[src/rtl/fifo_burst_reader.sv]
// -----------------------------------------------------------------------------
// fifo_burst_reader
//
// Drain side of a sync_fifo. Accepts a burst request of req_len words, pops
// exactly that many words from the FIFO read port and presents them as a
// valid/ready stream, flagging the final word with out_last. A 2-entry output
// buffer hides the FIFO's 1-cycle read latency. Reads are only issued when
// the buffer can hold the word, so the stream runs at 1 word/cycle.
//
// Ports
//   clk, rst_n      clock (posedge) and asynchronous active-low reset
//   req_valid/ready burst request handshake; req_len sampled on acceptance
//   fifo_read_en    pops one FIFO word; never asserted while fifo_empty=1
//   fifo_read_data  FIFO word, valid the cycle after fifo_read_en
//   fifo_empty      FIFO empty flag
//   out_valid/ready output stream handshake; out_data, out_last with it
//   busy            high while a burst is being read or drained
//   words_left      words of the current burst not yet popped on the output
//   done            one-cycle pulse after a burst completes
// -----------------------------------------------------------------------------
module fifo_burst_reader #(
   parameter int FIFO_PTR   = 10,
   parameter int FIFO_WIDTH = 32,
   parameter int LEN_WIDTH  = 16
) (
   input  logic                  clk,
   input  logic                  rst_n,
   input  logic                  req_valid,
   output logic                  req_ready,
   input  logic [LEN_WIDTH-1:0]  req_len,
   output logic                  fifo_read_en,
   input  logic [FIFO_WIDTH-1:0] fifo_read_data,
   input  logic                  fifo_empty,
   output logic                  out_valid,
   input  logic                  out_ready,
   output logic [FIFO_WIDTH-1:0] out_data,
   output logic                  out_last,
   output logic                  busy,
   output logic [LEN_WIDTH-1:0]  words_left,
   output logic                  done
);

   // The attached FIFO must have at least one address bit.
   if (FIFO_PTR < 1) begin : g_bad_fifo_ptr
      $error("fifo_burst_reader: FIFO_PTR must be at least 1");
   end

   typedef enum logic [1:0] {
      ST_IDLE,
      ST_BURST,
      ST_DRAIN
   } state_t;

   state_t                state_q, state_d;
   logic [LEN_WIDTH-1:0]  issue_cnt_q, issue_cnt_d;
   logic [LEN_WIDTH-1:0]  words_left_q, words_left_d;
   logic                  inflight_q, inflight_d;
   logic [1:0]            occ_q, occ_d;
   logic                  head_q, head_d;
   logic [FIFO_WIDTH-1:0] buf_mem_q [2];
   logic [FIFO_WIDTH-1:0] buf_mem_d [2];
   logic                  done_q, done_d;

   logic                  accept;
   logic                  pop;
   logic                  read_en;
   logic                  wr_slot;
   logic [2:0]            pending;

   // Handshakes and the credit-based read issue. pending is the buffer
   // occupancy once this cycle's capture and pop have both taken effect; a
   // new read is only allowed if its word will still fit next cycle. The
   // combinational path from out_ready to fifo_read_en is deliberate: it lets
   // a pop free a slot for a read in the same cycle.
   assign accept  = req_valid & (state_q == ST_IDLE);
   assign pop     = (occ_q != 2'd0) & out_ready;
   assign pending = {1'b0, occ_q} + {2'b00, inflight_q} - {2'b00, pop};
   assign read_en = (state_q == ST_BURST) & ~fifo_empty &
                    (issue_cnt_q != '0) & (pending < 3'd2);

   always_comb begin
      // NOTE: every variable gets a default before any branch, so no path
      // leaves one unassigned and no latch is inferred.
      state_d      = state_q;
      issue_cnt_d  = issue_cnt_q;
      words_left_d = words_left_q;
      inflight_d   = read_en;
      occ_d        = pending[1:0];
      head_d       = head_q ^ pop;
      buf_mem_d    = buf_mem_q;
      done_d       = 1'b0;
      wr_slot      = head_q ^ occ_q[0];

      // A read issued last cycle lands in the slot just behind the current
      // contents. With occ=1 and a pop this is exactly the slot that becomes
      // the new head.
      if (inflight_q) begin
         buf_mem_d[wr_slot] = fifo_read_data;
      end

      if (read_en) begin
         issue_cnt_d = issue_cnt_q - LEN_WIDTH'(1);
      end

      if (pop && (words_left_q != '0)) begin
         words_left_d = words_left_q - LEN_WIDTH'(1);
      end

      unique case (state_q)
         ST_IDLE: begin
            if (accept) begin
               if (req_len != '0) begin
                  state_d      = ST_BURST;
                  issue_cnt_d  = req_len;
                  words_left_d = req_len;
               end else begin
                  done_d = 1'b1;
               end
            end
         end
         ST_BURST: begin
            if (read_en && (issue_cnt_q == LEN_WIDTH'(1))) begin
               state_d = ST_DRAIN;
            end
         end
         ST_DRAIN: begin
            if (pop && (words_left_q == LEN_WIDTH'(1))) begin
               state_d = ST_IDLE;
               done_d  = 1'b1;
            end
         end
         default: begin
            state_d = ST_IDLE;
         end
      endcase
   end

   // NOTE: state registers use non-blocking assignments so every flop samples
   // the values from before the clock edge, independent of process order.
   always_ff @(posedge clk or negedge rst_n) begin
      if (!rst_n) begin
         state_q      <= ST_IDLE;
         issue_cnt_q  <= '0;
         words_left_q <= '0;
         inflight_q   <= 1'b0;
         occ_q        <= 2'd0;
         head_q       <= 1'b0;
         done_q       <= 1'b0;
         // NOTE: the two buffer entries are reset as well, because out_data
         // shows the head entry and must read 0 out of reset.
         buf_mem_q[0] <= '0;
         buf_mem_q[1] <= '0;
      end else begin
         state_q      <= state_d;
         issue_cnt_q  <= issue_cnt_d;
         words_left_q <= words_left_d;
         inflight_q   <= inflight_d;
         occ_q        <= occ_d;
         head_q       <= head_d;
         done_q       <= done_d;
         buf_mem_q[0] <= buf_mem_d[0];
         buf_mem_q[1] <= buf_mem_d[1];
      end
   end

   // The read credit rule keeps occupancy at 2 or below; a third word would
   // mean the issue logic is broken.
   always_ff @(posedge clk) begin
      if (rst_n) begin
         assert (pending != 3'd3)
            else $error("fifo_burst_reader: output buffer overflow");
      end
   end

   assign req_ready    = (state_q == ST_IDLE);
   assign busy         = (state_q != ST_IDLE);
   assign fifo_read_en = read_en;
   assign out_valid    = (occ_q != 2'd0);
   assign out_data     = buf_mem_q[head_q];
   assign out_last     = (occ_q != 2'd0) & (words_left_q == LEN_WIDTH'(1));
   assign words_left   = words_left_q;
   assign done         = done_q;

endmodule

[config.mk]
export PLATFORM = sky130hd
export DESIGN_NAME = fifo_burst_reader
export DESIGN_NICKNAME = d
export VERILOG_FILES = /design/src/rtl/fifo_burst_reader.sv
export SDC_FILE = /design/constraint.sdc
export NUM_CORES = 1
export LEC_CHECK = 0
export ABC_AREA = 1
export CORE_ASPECT_RATIO = 1.4
export CORE_UTILIZATION = 53
export CTS_CLUSTER_DIAMETER = 120
export DETAILED_ROUTE_END_ITERATION = 10
export PLACE_DENSITY = 0.87
export SYNTH_ARGS = -nofsm -noshare
export SYNTH_HDL_FRONTEND = slang
export SYNTH_SLANG_ARGS = --single-unit
[constraint.sdc]
create_clock -name clk -period 3.8 [get_ports clk]
set_input_delay 0.76 -clock clk [delete_from_list [all_inputs] [get_ports clk]]
set_output_delay 0.76 -clock clk [all_outputs]
set_load 0.01 [all_outputs]
Yosys cells after proc, flatten, opt, wreduce, memory -nomap -nowiden:

Index checks and enable logic that the tools add are counted.

* register bits: 103
* bits in latches: 0
* RAM bits: 0
* memory bits (read-only): 0
* input bits: 53
* output and inout port bits: 54
* word-level logic and storage cells: 70
* memories: 0

* add/sub/neg operators: 4
* multiply operators: 0
* div/mod/pow operators: 0
* order comparisons: 4
* equal/unequal tests: 8
* shift operators: 0
* mux-type cells: 23
* bitwise gates (word level): 11
* reductions and logical operators: 11

Operator list (count)
* 2-to-1 mux 16 bit: 8
* 2-to-1 mux 32 bit: 4
* bitwise mux 64 bit: 1
* nonzero test 16 bit: 3
* demux 32 bit (select 1 bit): 1
* equality test 16 x 1 -> 1 bit, second input constant: 2
* subtractor 16 x 1 -> 16 bit, second input constant: 2
* 2-to-1 mux 2 bit: 4
* bitwise AND 1 bit: 6
* != test 2 x 1 -> 1 bit, second input constant: 3
* one-hot mux 2 bit (3 select lines): 1
* greater-or-equal comparator 2 bit, second input constant: 2
* logical AND 1 bit: 4
* inverter 1 -> 2 bit: 2
* AND reduction 4 bit: 1
* nonzero test 2 bit: 2
* adder 2 x 1 -> 3 bit: 1
* < comparator 3 x 2 -> 1 bit, second input constant: 1
* 2-to-1 mux 1 bit: 3
* subtractor 3 x 1 -> 3 bit: 1
* equality test 2 x 1 -> 1 bit, second input constant: 1
* equality test 2 bit, second input constant: 1
* logical NOT 2 bit: 1
* < comparator 2 x 1 -> 1 bit, second input constant: 1
* other kinds (4): 5

Depth between registers and ports, before layout:

Gate-level depths: netlist of the first run.

* depth in word-level cells: 9
* mapped depth: 17
* gate-level depth less buffers: 15

Worst setup path after synthesis of the first run:

Ideal clock, no wire load.

* kind: input -> output
* from: in out_ready
* to: out fifo_read_en
* data arrival time: 2632 ps
* required time: 3040 ps
* setup slack: 408 ps
* stages: 11
* path buffers: 2
* cell sequence: inv_1 nor2_2 buf_2 ha_1 inv_1 ha_1 fa_1 nor2_1 nand4_1 a21oi_2 buf_6

* word-level cells in the longest chain between the ends: 4

RTL lines
* start, declared: line 35 `input logic out_ready,`
* bitwise AND 1 bit: line 76 `assign pop = (occ_q != 2'd0) & out_ready;`
* subtractor 3 x 1 -> 3 bit: line 77 `assign pending = {1'b0, occ_q} + {2'b00, inflight_q} - {2'b00, pop};`
* net pending[1]: line 68 `logic [2:0] pending;`
* < comparator 3 x 2 -> 1 bit: line 79 `(issue_cnt_q != '0) & (pending < 3'd2);`
* bitwise AND 1 bit: line 79
* end, declared: line 31 `output logic fifo_read_en,`

The timed path passes the listed nets, and every way through them passes these cells.

Worst setup path in the final report of the first run:

Same ends and word-level chain as after synthesis.

==> results.cfg, run 1 <==
[die]
io_pins = 107
dieArea_sq_um = 11050
core_sq_um = 10350
die_height_microns = 124.0
fp.dieW_microns = 89.14
rows = 44
start_util = 0.5444

[sta]
fmax_mhz = 267.1
drv_slew = 0
worst_slack_ns = 0.05677
maxSlewHeadroom = 0.2117
rsz0062_at_grt = false
finalCriticalPeriod_ns = 3.743
finalCritPeriodShare = 0.9851
finalHoldViolations = 0
fin_skew_ns = 0.01055
tightest_slew_ns = 1.180
setup_viol = 0

[logic_synthesis]
synth_top_cell_area_share = 0.4575
synth_warnings = 0
synth.ff_latch_count = 103
synthTopCellsByArea = dfrtp_1 (46%), nand2_1 (17%), mux2_2 (6.4%)
syn_area_sq_um = 5634
synth_cell_types = 30
ys_seq_area_frac = 0.4575
synthFlopType = dfrtp_1
synthCells = 723
synth_edf_count = 0
syn_nets = 785
ys_async_sr_fraction = 1.000
synth_area_per_cell_sq_um = 7.793
yosys.area.top_type = dfrtp_1

[detailed_routing]
wl_per_cell_microns = 14.47
drt_first_pass_iters = 4
drtIter0Drc = 192
vias = 4979
antenna_left = 0
drc_errors = 0
wirelength_microns = 13960
viasPerCell = 5.160

[grt]
grt_overflow = 0
grtUsageTotal = 0.2651
grt_max_degree = 79
grt_pass1_wl_microns = 22280
grt_pass1_vias = 4935
antenna_found_initial = 0

[placed_design]
port-buffer-count = 106
dp_slack_ns = -0.3503
dp.cells = 949
dp_hpwl_microns = 10160
gp_congestion = 0.9043

[setup_path]
worst_setup_path_end_kind = output port
crit_cells = 11
crit_required_ns = 3.04
path_buf_inv = 4
cp-start-kind = input port
slowest_delay_ns = 0.45
crit_fanout = 2
cp_common_cell = inv_1
reg2reg_depth = 13
path_delay_family = adder cells
crit_chain = clkdlybuf4s50_1 > inv_1 > nor2_2 > ha_1 > inv_1 > ha_2 > fa_1 > nor2_1 > nand4_1 > a21oi_2 > buf_2
worstPathArrival_ns = 2.98
crit_slowest_cell = clkdlybuf4s50_1
critPathKind = input port to output port

[final_layout]
mostFrequentLayoutCells = nand2_1 (261), clkdlybuf4s50_1 (104), dfrtp_1 (103), inv_1 (71), o21ai_0 (64)
drive_gt1_frac = 0.09190
finalNetCount = 884
num_antenna_cells = 0
syn_to_final_growth_pct = 25.78
final_common_cell = nand2_1
finalNonFillerCells = 965

[clock_tree]
tritoncts = done
cts_made_buffers = 9
cts_max_level = 3
cts_sinks = 103
cts.clk_slew.worst_paths_ns = 0.07
cts_buffer_depth = 2
root_buffer = clkbuf_16
hold_buffers = 0
insertion_delay_ns = 0.35

[pwr]
peakVddDrop_mv = 0.4461
p_total_mw = 6.020
powerDensity_nw_per_um2 = 849.4
leakage_nw = 3.433

[status]
status = finished clean

[job]
drv_cap = 0

[worst_hold_path]
hold_class = flop to flop
holdPathStages = 1
[timing repair]
item                       in CTS  in global routing
setup buffers                   0                  0
pin swaps                       1                  4
setup endpoints to repair       1                  1
resized for setup               4                  1
[power breakdown]
group          leakage [nW]  switching (mW)  internal, mW
clock network         0.151           0.432         0.524
logic                  2.03            1.66          1.41
registers              1.25           0.368          1.62
[kinds of logic (layout without fill, tap and decap cells)]
family,Yosys count,after routing,share of synthesized area
buffers and inverters,97,201,0.07306
muxes,32,32,0.06396
AOI/OAI and AO/OA,67,67,0.06196
DFF,103,103,0.4575
and+or+nand+nor,401,401,0.3005
xor gates and xnor gates,14,14,0.02176
adders and majority gates,9,9,0.02132
[layout make-up]
type | count | area (sq um)
fillers | 843 | 3263
repair buffers | 113 | 1106
multi-input cells | 523 | 2653
inverters | 72 | 270.3
clock inverters | 6 | 78.83
flip-flops and latches | 103 | 2577
clock buffers | 10 | 229.0
well taps | 138 | 172.7
[metrics by stage]
stage / cell area (sq um) / util / hold WS, ns / TNS (ns)
6_report: 7087 / 0.6847 / 0.5070 / 0
4_1_cts: 7084 / 0.6845 / 0.5103 / 0
3_5_place_dp: 6782 / 0.6552 / 0.4935 / -0.3503
2_1_floorplan: 5634 / - / 0.4644 / 0
5_1_grt: 7087 / 0.6847 / 0.5165 / 0
3_3_place_gp: 6782 / 0.6552 / 0.4862 / -0.3140
[layer usage]
metal  GRT usage  up-vias  share of wire  routed length (microns)
met2      0.4847      128           0.53                     7371
met1      0.3000     2348           0.41                     5662
met4      0.1091        0          0.025                      354
li1            -     2474              -                        -
met3     0.04573       29          0.041                      571
met5           0        -              0                        0
[cell usage after synthesis (2+ instances only)]
cell type / number
nand2_1: 261
dfrtp_1: 103
inv_1: 71
o21ai_0: 64
nor2_1: 60
nand3_1: 44
mux2_2: 32
buf_2: 11
clkbuf_1: 10
xor2_1: 9
ha_1: 8
nand4_1: 7
nand3b_1: 5
nor2_2: 5
xnor2_1: 5
nand2_2: 4
nor2_4: 4
buf_6: 3
nand2_4: 3
or2_1: 3
nor3_1: 2
[worst reg2reg max path, stage by stage, from the launching register on]
cell	delay (ns)
dfrtp_1	0.41
nor2_1	0.18
nor2_2	0.07
ha_1	0.27
inv_1	0.04
ha_2	0.17
fa_1	0.48
nor2_1	0.12
nand4_1	0.21
a21oi_2	0.21
buf_4	0.24
nand4_1	0.15
nand2_1	0.09
nand2_1	0.04
[final timing paths]
check                              start            end  slack (ns)
setup / recovery               out_ready   fifo_read_en        0.06
hold / removal             buf_mem_q[36]  buf_mem_q[36]        0.51
setup reg to reg                occ_q[0]     state_q[0]        0.99
hold reg to reg            buf_mem_q[36]  buf_mem_q[36]        0.51
max in group asynchronous          rst_n  buf_mem_q[63]        2.41
min in group asynchronous          rst_n  words_left[4]        0.54
[sequential cells by signal (all words and copies together), names as in the netlist]
| signal | flops |
|---|---|
| buf_mem_q | 64 |
| head_q | 1 |
| words_left | 16 |
| state_q | 2 |
| done | 1 |
| inflight_q | 1 |
| occ_q | 2 |
| issue_cnt_q | 16 |
Power figures use the tool's default switching activity.
==> run 2, diff against run 1 <==
--- a/config.mk
+++ b/config.mk
@@ -10,7 +10,7 @@
 export CORE_UTILIZATION = 53
 export CTS_CLUSTER_DIAMETER = 120
 export DETAILED_ROUTE_END_ITERATION = 10
-export PLACE_DENSITY = 0.87
+export PLACE_DENSITY = 0.78
 export SYNTH_ARGS = -nofsm -noshare
 export SYNTH_HDL_FRONTEND = slang
 export SYNTH_SLANG_ARGS = --single-unit
==> results.cfg, run 2 (synthesis gave the netlist of run 1 again) <==
[final_layout]
fin_area_sq_um = 7093
largest_reg_flops = 64
drive_gt1_frac = 0.09069
num_antenna_cells = 0
finalNonFillerCells = 965
final_common_cell = nand2_1
top_register = buf_mem_q
finalNetCount = 884
fill_cells = 890
postLayoutCoreUtil = 0.6853
mostFrequentLayoutCells = nand2_1 (261), clkdlybuf4s50_1 (104), dfrtp_1 (103), inv_1 (71), o21ai_0 (64)
syn_to_final_growth_pct = 25.89

[sta]
maxSlewHeadroom = 0.1844
fmax_mhz = 270.5
finalHoldViolations = 0
drv_slew = 0
tns_ns = 0
rsz0062_at_grt = false
setup_viol = 0
finalCritPeriodShare = 0.9729
fin_skew_ns = 0.008499
tightest_slew_ns = 1.221
finalCriticalPeriod_ns = 3.697
whs_ns = 0.5094

[grt]
grtUsageTotal = 0.2622
grt_pass1_wl_microns = 22160
grt_pass1_vias = 4894
antenna_found_initial = 0
grt_overflow = 0
grt_max_degree = 66

[pwr]
peakVddDrop_mv = 0.4054
comb_power_share = 0.509
p_sw_mw = 2.427
p_int_mw = 3.561
switching_share = 0.4053
p_clk_frac = 0.159
pwr-share-seq = 0.333
leakage_nw = 3.435
powerDensity_nw_per_um2 = 844.2

[detailed_routing]
wl_per_cell_microns = 14.50
drt_first_pass_iters = 6
vias = 5037
drtIter0Drc = 135
antenna_left = 0
wirelength_microns = 13990
viasPerCell = 5.220
drc_errors = 0

[setup_path]
critPathKind = input port to output port
path_buf_inv = 4
crit_fanout = 2
reg2reg_depth = 13
crit_cells = 11
worst_setup_path_end_kind = output port
crit_chain = clkdlybuf4s50_1 > inv_1 > nor2_2 > ha_1 > inv_1 > ha_1 > fa_1 > nor2_1 > nand4_1 > a21oi_2 > buf_2
path_delay_family = adder cells
crit_slowest_cell = clkdlybuf4s50_1
crit_required_ns = 3.04
cp-start-kind = input port
slowest_delay_ns = 0.47
worstPathArrival_ns = 2.94

[job]
drv_cap = 0

[worst_hold_path]
hold_class = input port to asynchronous set/reset pin

[die]
die_height_microns = 124.0
io_pins = 107
fp.dieW_microns = 89.14
rows = 44
core_sq_um = 10350
dieArea_sq_um = 11050
start_util = 0.5444

[clock_tree]
cts_buffer_depth = 2
root_buffer = clkbuf_16
cts_max_level = 3
cts.clk_slew.worst_paths_ns = 0.08
cts_made_buffers = 9
insertion_delay_ns = 0.34
tritoncts = done
cts_sinks = 103

[placed_design]
gp_congestion = 0.9273
port-buffer-count = 106
place_area_sq_um = 6794
dp_hpwl_microns = 10170
dp.cells = 949

[status]
status = finished clean
-- run 2: changes by cell type in the layout (fill, tap and decap cells not counted), sizes merged --
cell,change
clkinv,-2
inv,+1
clkinvlp,+1
-- run 2: path summary, 6_finish.rpt --
check,from,end,slack [ns]
hold reg to reg,buf_mem_q[40],buf_mem_q[40],0.51
setup reg to reg,occ_q[0],state_q[0],1.01
setup / recovery,out_ready,fifo_read_en,0.10
hold / removal,rst_n,buf_mem_q[57],0.51
max in group asynchronous,rst_n,buf_mem_q[35],2.58
min in group clk,buf_mem_q[40],buf_mem_q[40],0.51
-- run 2: area by class of cell --
cell class | count | area [sq um] | share of cell area
clock buffer | 10 | 229.0 | 0.03228
clock inverter | 6 | 75.07 | 0.01058
inverter | 72 | 270.3 | 0.03810
multi-input combinational | 523 | 2650 | 0.3736
sequential | 103 | 2577 | 0.3634
tap | 138 | 172.7 | 0.02434
timing repair buffer | 113 | 1119 | 0.1577
-- run 2: worst register-to-register path, stage by stage (launching register included) --
cell and delay, ns:
dfrtp_1 0.40, nor2_1 0.18, nor2_2 0.06, ha_1 0.26
inv_1 0.04, ha_1 0.18, fa_1 0.45, nor2_1 0.10
nand4_1 0.21, a21oi_2 0.21, buf_4 0.24, nand4_1 0.18
nand2_1 0.10, nand2_1 0.05
-- run 2: through the flow --
| stage | power [mW] | worst slack, ns |
|---|---|---|
| after global placement | 4.933 | -0.3359 |
| after floorplan | 3.821 | 0.4078 |
| final | 5.988 | 0.1030 |
| after global routing | 6.480 | 0.004301 |
| after CTS | 6.018 | 0.07110 |
| after detailed placement | 5.050 | -0.3491 |
-- run 2: power by group through the flow --
stage	Combinational (mW)	Clock (mW)	Sequential (mW)
after floorplan	1.89	0	1.93
after global placement	2.96	0	1.97
after detailed placement	3.05	0	2.00
after CTS	3.06	0.965	1.99
after global routing	3.42	1.01	2.06
final	3.05	0.949	1.99
-- run 2: layer usage --
layer	global-route usage	part of all wire	vias to the layer above
met5	0	0	-
met4	0.1200	0.030	0
met3	0.03777	0.058	28
met2	0.4685	0.52	164
met1	0.3062	0.40	2371
li1	-	-	2474
-- run 2: repair_timing --
item	4_1_cts	5_1_grt
setup endpoints to repair	1	1
hold buffers	0	0
gates resized for setup	4	0
pin swaps	1	2
buffers inserted	0	0
==> run 3, diff against run 2 <==
==> constraint.sdc (replaced) <==
create_clock -name clk -period 3.75 [get_ports clk]
set_input_delay 0.75 -clock clk [delete_from_list [all_inputs] [get_ports clk]]
set_output_delay 0.75 -clock clk [all_outputs]
set_load 0.01 [all_outputs]
==> results.cfg, run 3 (synthesis gave the netlist of run 1 again) <==
[die]
fp.dieW_microns = 89.14
rows = 44
die_height_microns = 124.0
io_pins = 107
dieArea_sq_um = 11050
core_sq_um = 10350
start_util = 0.5444

[worst_hold_path]
hold_class = input port to asynchronous set/reset pin

[setup_path]
reg2reg_depth = 13
rrSetupSlack_ns = 0.88
r2r-start = occ_q[0]
worstPathArrival_ns = 2.67
critPathKind = flop to output port
crit_fanout = 3
r2r-end = state_q[0]
crit_required_ns = 3.00
worst_setup_path_end_kind = output port
cp-start-kind = flop

[final_layout]
finalNetCount = 884
finalNonFillerCells = 965
drive_gt1_frac = 0.09311
largest_reg_flops = 64
num_antenna_cells = 0
final_common_cell = nand2_1
top_register = buf_mem_q
mostFrequentLayoutCells = nand2_1 (261), dfrtp_1 (103), clkdlybuf4s50_1 (103), inv_1 (71), o21ai_0 (64)
syn_to_final_growth_pct = 25.72
fill_cells = 898

[clock_tree]
hold_buffers = 0
cts_made_buffers = 9
root_buffer = clkbuf_16
cts_max_level = 3
insertion_delay_ns = 0.35
cts.clk_slew.worst_paths_ns = 0.07
tritoncts = done
cts_sinks = 103
cts_buffer_depth = 2

[detailed_routing]
drc_errors = 0
drtIter0Drc = 221
drt_first_pass_iters = 4
vias = 4966
antenna_left = 0
wirelength_microns = 13940
wl_per_cell_microns = 14.45
viasPerCell = 5.146

[sta]
tns_ns = 0
drv_slew = 0
setup_viol = 0
finalCritPeriodShare = 0.9127
finalCriticalPeriod_ns = 3.422
fmax_mhz = 292.2
maxSlewHeadroom = 0.1894
tightest_slew_ns = 1.213
fin_skew_ns = 0.009912
rsz0062_at_grt = false
finalHoldViolations = 0

[grt]
grt_pass1_vias = 4832
grt_pass1_wl_microns = 22140
antenna_found_initial = 0
grt_overflow = 0
grt_max_degree = 65
grtUsageTotal = 0.2642

[status]
status = finished clean

[pwr]
peakVddDrop_mv = 0.4219
pwr-share-seq = 0.334
p_int_mw = 3.561
p_clk_frac = 0.152
powerDensity_nw_per_um2 = 850.1
leakage_nw = 3.438
comb_power_share = 0.513
switching_share = 0.4085
p_sw_mw = 2.460

[placed_design]
port-buffer-count = 106
dp_hpwl_microns = 10130
gp_congestion = 0.9323
dp.cells = 949

[job]
drv_cap = 0
==> run 3: changes by cell type in the layout (fill, tap and decap cells not counted), sizes merged <==
cell,change
bufinv,-1
clkdlybuf4s50,-1
clkinv,+1
dlymetal6s2s,+1
==> run 3: metrics by stage <==
step | hold WS (ns) | setup slack, ns | util | total power [mW] | instance area, sq um
after floorplan | 0.4544 | 0.3778 | - | 3.872 | 5634
after global placement | 0.4865 | -0.3652 | 0.6564 | 5.000 | 6794
after detailed placement | 0.4941 | -0.4137 | 0.6564 | 5.117 | 6794
after CTS | 0.5107 | 0.01132 | 0.6839 | 6.056 | 7078
after global routing | 0.5200 | 0.1601 | 0.6844 | 6.535 | 7083
final | 0.5064 | 0.3275 | 0.6844 | 6.021 | 7083
==> run 3: power by group through the flow <==
stage | registers, mW | logic (mW) | clock network, mW
floorplan | 1.96 | 1.91 | 0
global placement | 2.00 | 3.00 | 0
detailed placement | 2.03 | 3.09 | 0
CTS | 2.01 | 3.11 | 0.930
global route | 2.08 | 3.48 | 0.975
finish | 2.01 | 3.09 | 0.917
==> run 3: layout make-up <==
cell class / instances / area [sq um] / area share
clock inverters: 6 / 50.05 / 0.007066
clock buffers: 10 / 239.0 / 0.03374
well taps: 138 / 172.7 / 0.02438
repair buffers: 113 / 1121 / 0.1583
multi-input cells: 523 / 2653 / 0.3745
flip-flops and latches: 103 / 2577 / 0.3639
inverters: 72 / 270.3 / 0.03816
==> run 3: critical path, cell delays in order, from the launching register on <==
cell and delay [ns]:
dfrtp_1 0.41, nor2_1 0.20, nor2_2 0.08, ha_1 0.27, inv_1 0.04, ha_2 0.17
fa_1 0.47, nor2_1 0.13, nand4_1 0.21, a21oi_2 0.20, buf_2 0.15
==> run 3: how the worst max path moves through the flow <==
stage	from	to	slack [ns]	cells past startpoint
final	occ_q[0]	fifo_read_en	0.33	10
after global routing	occ_q[0]	fifo_read_en	0.16	10
after CTS	out_ready	fifo_read_en	0.01	11
after detailed placement	out_ready	fifo_read_en	-0.41	11
after global placement	out_ready	fifo_read_en	-0.37	11
after floorplan	out_ready	fifo_read_en	0.38	11
==> run 3: per-layer routing <==
metal	vias up	global-route usage	wire [microns]
met1	2342	0.3012	5663
li1	2463	-	-
met2	139	0.4785	7193
met4	0	0.1141	418
met3	22	0.04506	665
met5	-	0	0
==> run 3: repair_timing <==
action / in CTS / in global routing
gates resized for setup: 4 / 2
hold endpoints to repair: 0 / 0
pin swaps: 2 / 4
setup buffers: 0 / 0
endpoints found under the setup margin: 1 / 1
==> variant 1: new RTL, flow settings as in run 1 <==
The 3 states of `state_t` get a one-hot encoding in 3 bits.
--- a/src/rtl/fifo_burst_reader.sv
+++ b/src/rtl/fifo_burst_reader.sv
@@ -46,8 +46,8 @@
    end
 
-   typedef enum logic [1:0] {
-      ST_IDLE,
-      ST_BURST,
-      ST_DRAIN
+   typedef enum logic [2:0] {
+      ST_IDLE  = 3'b001,
+      ST_BURST = 3'b010,
+      ST_DRAIN = 3'b100
    } state_t;
 
Function: no difference found for any inputs over 4 cycles, from zero or initial values and one cycle with rst_n low; so few cycles prove little.
==> variant 1 against run 1 <==
- wire length is 6.4% lower
- sequential cell count is 1 higher
- clock skew is 0.64 ps lower
- largest cell class unchanged
- total power down 0.58%
- fmax is 2.5% higher
- final area up 2.1%
- die area up 2.2%
- setup slack improved by 91 ps
- area after synthesis up 2.3%
- first-iteration DRC count decreased by 15%
- non-clock buffer count is 6 higher
==> variant 1: results (changes against run 1) <==
| Metric | Value |
|---|---|
| Mux share of post-synthesis cell area | `6.253% (-0.14 points)` |
| Vias | `5056 (+1.5%)` |
| Met1 GRT Util | `29.72% (-0.28 points)` |
| Buffers excl. clock | `119 (+5.3%)` |
| Rel. slew slack | `33.47% (+12 points)` |
| Signal buf overhead | `15.91% (+0.30 points)` |
| Sequential share of cell area | `35.98% (-0.39 points)` |
| Slowest-stage cell, CP | `fa_1` |
| Iteration count of the initial detailed-routing pass | `4 (unchanged)` |
| Clock-cell share | `4.358% (+0.014 points)` |
| CP arrival | `2890 ps (-90 ps)` |
| Synth Net Count | `795 (+1.3%)` |
| Hpwl dp | `9.352 mm (-7.9%)` |
| Met3 wire length | `611 um (+7.0%)` |
| Fmax | `273.8 MHz (+2.5%)` |
| Most instantiated cells after synthesis | `271 x nand2_1, 103 x dfrtp_1, 71 x inv_1, 64 x o21ai_0, 58 x nor2_1` |
| Highest routed metal layer | `met4` |
| Register area share after synthesis | `45.18% (-0.57 points)` |
| Hold WS | `499.3 ps (-7.724 ps)` |
| Synth Register Bits | `104 (+0.97%)` |
| Synth Area in XOR/XNOR | `2.106% (-0.070 points)` |
| Area of the multi-input gates | `2719 um2 (+2.5%)` |
| DR iter-0 viols | `164 (-15%)` |
| Status | `finished, final reports clean` |
| Clock Latency Late Sink | `350 ps (about the same)` |
| Clk_skew | `9.915 ps (-0.6370 ps)` |
| Fillers | `878 (+4.2%)` |
| GP Congestion | `0.9033 (-0.11%)` |
| Number of global-route vias before repair | `4921 (-0.28%)` |
| Yosys cell types | `37 (+23%)` |
| FF-to-FF setup slack | `1010 ps (+20 ps)` |
| Comb pwr share | `49.8% (-1.2 points)` |
| Adder-Cell Fraction of Synth Area | `2.084% (-0.048 points)` |
| Multi-input gates | `529 (+1.1%)` |
| Non-clock inverter total of the final layout | `73 (+1.4%)` |
| Met2 Wirelength | `6.563 mm (-11%)` |
| Met2 Track Usage GR | `42.03% (-6.4 points)` |
| CP peak stage delay | `480 ps (+30 ps)` |
| First-pass GRT wire length | `22.25 mm (-0.13%)` |
| DP Worst Slack | `-339.6 ps (+10.66 ps)` |
| Synth top area cells | `dfrtp_1 45%, nand2_1 18%, o21ai_0 5.6%, mux2_2 4.9%, inv_1 4.6%` |
| Nets | `898 (+1.6%)` |
| Worst R2R Start | `occ_q[1]` |
| Compound-Gate Fraction of Synth Area | `6.687% (+0.49 points)` |
| Largest net degree at the start of global routing | `82 (+3.8%)` |
| Met3 GRT Util | `3.345% (-1.2 points)` |
| Switching share of power | `39.72% (-1.1 points)` |
| Tot GR Track Use | `24.41% (-2.1 points)` |
| Clock power share | `16.4% (+0.5 points)` |
| VDD IR max | `0.4524 mV (+1.4%)` |
| Yosys warns | `0 (unchanged)` |
| Fraction of layout cells with a size suffix above 1 | `9.869% (+0.68 points)` |
| DRT met1 WL | `5.442 mm (-3.9%)` |
| Pleak | `0.003492 uW (+1.7%)` |
==> variant 1: cell count changes after synthesis, sizes merged, moves of 2 or more <==
cell           run 1  this run
nand4              7        15
o21ai             64        72
nor2              69        67
nand3b             5         7
nand3             45        27
nand2            268       278
clkbuf            10        12
==> variant 1: worst paths after layout <==
check,end,cells past startpoint
setup / recovery,fifo_read_en,13
hold / removal,buf_mem_q[57],1
setup reg to reg,state_q[1],15
hold reg to reg,buf_mem_q[57],1
max in group asynchronous,state_q[0],2
min in group asynchronous,buf_mem_q[25],1
==> variant 1: what timing repair did <==
action                                  in CTS  in global routing
gates cloned                                 0                  0
hold buffers                                 0                  0
hold endpoints to repair                     0                  0
endpoints found under the setup margin       1                  1
buffers inserted                             0                  0
pin swaps                                    2                  3
gates resized for setup                      4                  4
==> variant 1: through the flow <==
step	std cells	total power, uW	area, um2
after detailed placement	963	5008	6915
final	979	5985	7236
after CTS	979	6005	7232
after floorplan	733	3786	5763
after global routing	979	6483	7236
after global placement	963	4909	6915
==> variant 2: new RTL, flow settings as in run 1 <==
Made on the original files. `FIFO_WIDTH`: 32 -> 48.
--- a/src/rtl/fifo_burst_reader.sv
+++ b/src/rtl/fifo_burst_reader.sv
@@ -21,5 +21,5 @@
 module fifo_burst_reader #(
    parameter int FIFO_PTR   = 10,
-   parameter int FIFO_WIDTH = 32,
+   parameter int FIFO_WIDTH = 48,
    parameter int LEN_WIDTH  = 16
 ) (
Ports: changed (resized fifo_read_data and out_data); port bits go from 107 to 139. The function was not compared with the original's and may differ.
==> variant 2 against run 1 <==
- sequential power increased by 31%
- register-to-register slack improved by 130 ps
- wire length increased by 20%
- sequential share of layout area increased by 0.90 points
- setup slack improved by 380 ps
- final area increased by 28%
- sequential cell count increased by 32
- total power increased by 33%
- worst hold slack got worse by 98 ps
- count of clock-buffer cells in the layout increased by 8
- area after synthesis increased by 24%
- largest cell class is now registers
==> variant 2: results (changes against run 1) <==
| Metric | Value |
|---|---|
| Status | `finished, final reports clean` |
| Top reg by flops | `buf_mem_q` |
| Vias | `6047 (+21%)` |
| Synth Flop Type | `dfrtp_1` |
| Inserted Clock Buffers | `17 (+8)` |
| Max reg flops | `96 (+50%)` |
| Fraction of layout cells with a size suffix above 1 | `9.901% (+0.71 points)` |
| DR iter-0 viols | `289 (+51%)` |
| Hpwl dp | `11.58 mm (+14%)` |
| Htree depth | `4 (+1)` |
| Clock Latency Late Sink | `420 ps (+70 ps)` |
| Register area share after synthesis | `48.39% (+2.6 points)` |
| Slew at the pin with the worst max-slew slack | `901.0 ps (-278.7 ps)` |
| Number of global-route vias before repair | `5649 (+14%)` |
| First-pass GRT wire length | `27.19 mm (+22%)` |
| Pleak | `0.004310 uW (+26%)` |
| Non-filler cells in the finished layout | `1163 (+21%)` |
| CP Max Fanout | `4 (+2)` |
| Synth top area cells | `dfrtp_1 48%, nand2_1 16%, o21ai_0 6.2%, mux2_2 5.5%, inv_1 4.7%` |
| GP Congestion | `0.9502 (+5.1%)` |
| I/O Buffers | `138 (+30%)` |
| Synth Net Count | `941 (+20%)` |
| EDFF count, synth | `0 (unchanged)` |
| Nets | `1075 (+22%)` |
| Tot GR Track Use | `25.88% (-0.63 points)` |
| Drt wl/cell | `14.45 um (about the same)` |
| Cells after synthesis | `863 (+19%)` |
| Clk_skew | `8.404 ps (-2.148 ps)` |
| Fillers | `975 (+16%)` |
| CP arrival | `2610 ps (-370 ps)` |
| Yosys cell types | `31 (+3.3%)` |
| VDD IR max | `0.4757 mV (+6.6%)` |
| Largest net degree at the start of global routing | `59 (-25%)` |
| DP Worst Slack | `-305.1 ps (+45.17 ps)` |
| Iteration count of the initial detailed-routing pass | `5 (+1)` |
[variant 2: changes by cell type in the layout (fill, tap and decap cells not counted), moves of 5 or more]
cell	delta
clkdlybuf4s50_1	+31
inv_6	+5
mux2_1	+14
nand3_1	-6
dfrtp_1	+32
inv_1	+14
nand2_1	+39
nor2_1	+6
o21ai_0	+23
clkbuf_16	+8
o21ai_1	+11
[variant 2: metal layers]
metal | vias to the layer above | share of wire (%) | global-route usage, %
met1 | 2825 | 39 | 29.03
met2 | 198 | 53 | 48.25
li1 | 2993 | - | -
met4 | 0 | 2.3 | 10.03
met5 | - | 0 | 0
met3 | 31 | 5.3 | 4.972
[variant 2: layout make-up]
type | instances | area share (%)
repair buffers | 150 | 16.32
clock buffers | 18 | 4.845
clock inverters | 14 | 1.795
inverters | 87 | 3.603
multi-input cells | 606 | 34.06
flip-flops and latches | 135 | 37.27
well taps | 153 | 2.112
[variant 2: logic make-up after synthesis]
kind of cell | count (synthesis) | share of synthesized area, %
flops | 135 | 48.39
xor+xnor | 15 | 1.989
fa+ha+maj | 9 | 1.720
buf+inv | 122 | 7.509
mux | 48 | 7.742
compound gates | 102 | 7.437
simple gates | 432 | 25.21
[variant 2: critical path, stage by stage, from the launching register on]
cell and delay (ps):
dfrtp_1 420, nor2_1 180, nor2_2 70, ha_1 270
inv_1 50, ha_1 120, inv_1 40, fa_1 470
inv_1 50, nor2_1 80, nand4_1 140, a21oi_2 150
buf_2 140
[variant 2: through the flow]
stage | area [um2] | TNS, ps | hold WS [ps]
after floorplan | 6982 | 0 | 464.4
after global placement | 8457 | -273.7 | 473.8
after detailed placement | 8457 | -305.1 | 481.4
after CTS | 9060 | 0 | 427.2
after global routing | 9064 | 0 | 462.6
final | 9064 | 0 | 409.2
[variant 2: worst paths after layout]
kind                          startpoint        endpoint  slack (ps)  depth (start not counted)
min in group clk           buf_mem_q[88]   buf_mem_q[88]         490                          1
min                                rst_n   buf_mem_q[49]         410                          1
min reg2reg                buf_mem_q[88]   buf_mem_q[88]         490                          1
max reg2reg                     occ_q[1]  issue_cnt_q[0]        1120                         17
max                             occ_q[1]    fifo_read_en         430                         12
max in group asynchronous          rst_n   buf_mem_q[80]        2500                          2
[variant 2: timing repair]
item	CTS	global route
resized for setup	3	3
pin swaps	0	2
endpoints found under the setup margin	1	1
setup buffers	0	1
[variant 2: where the power goes]
part / leakage [uW] / total (uW) / internal [uW] / switching, uW
Sequential: 0.00162 / 2600 / 2150 / 453
Combinational: 0.00241 / 3750 / 1810 / 1940
Clock: 0.000282 / 1670 / 1000 / 673
Total: 0.00431 / 8020 / 4950 / 3070
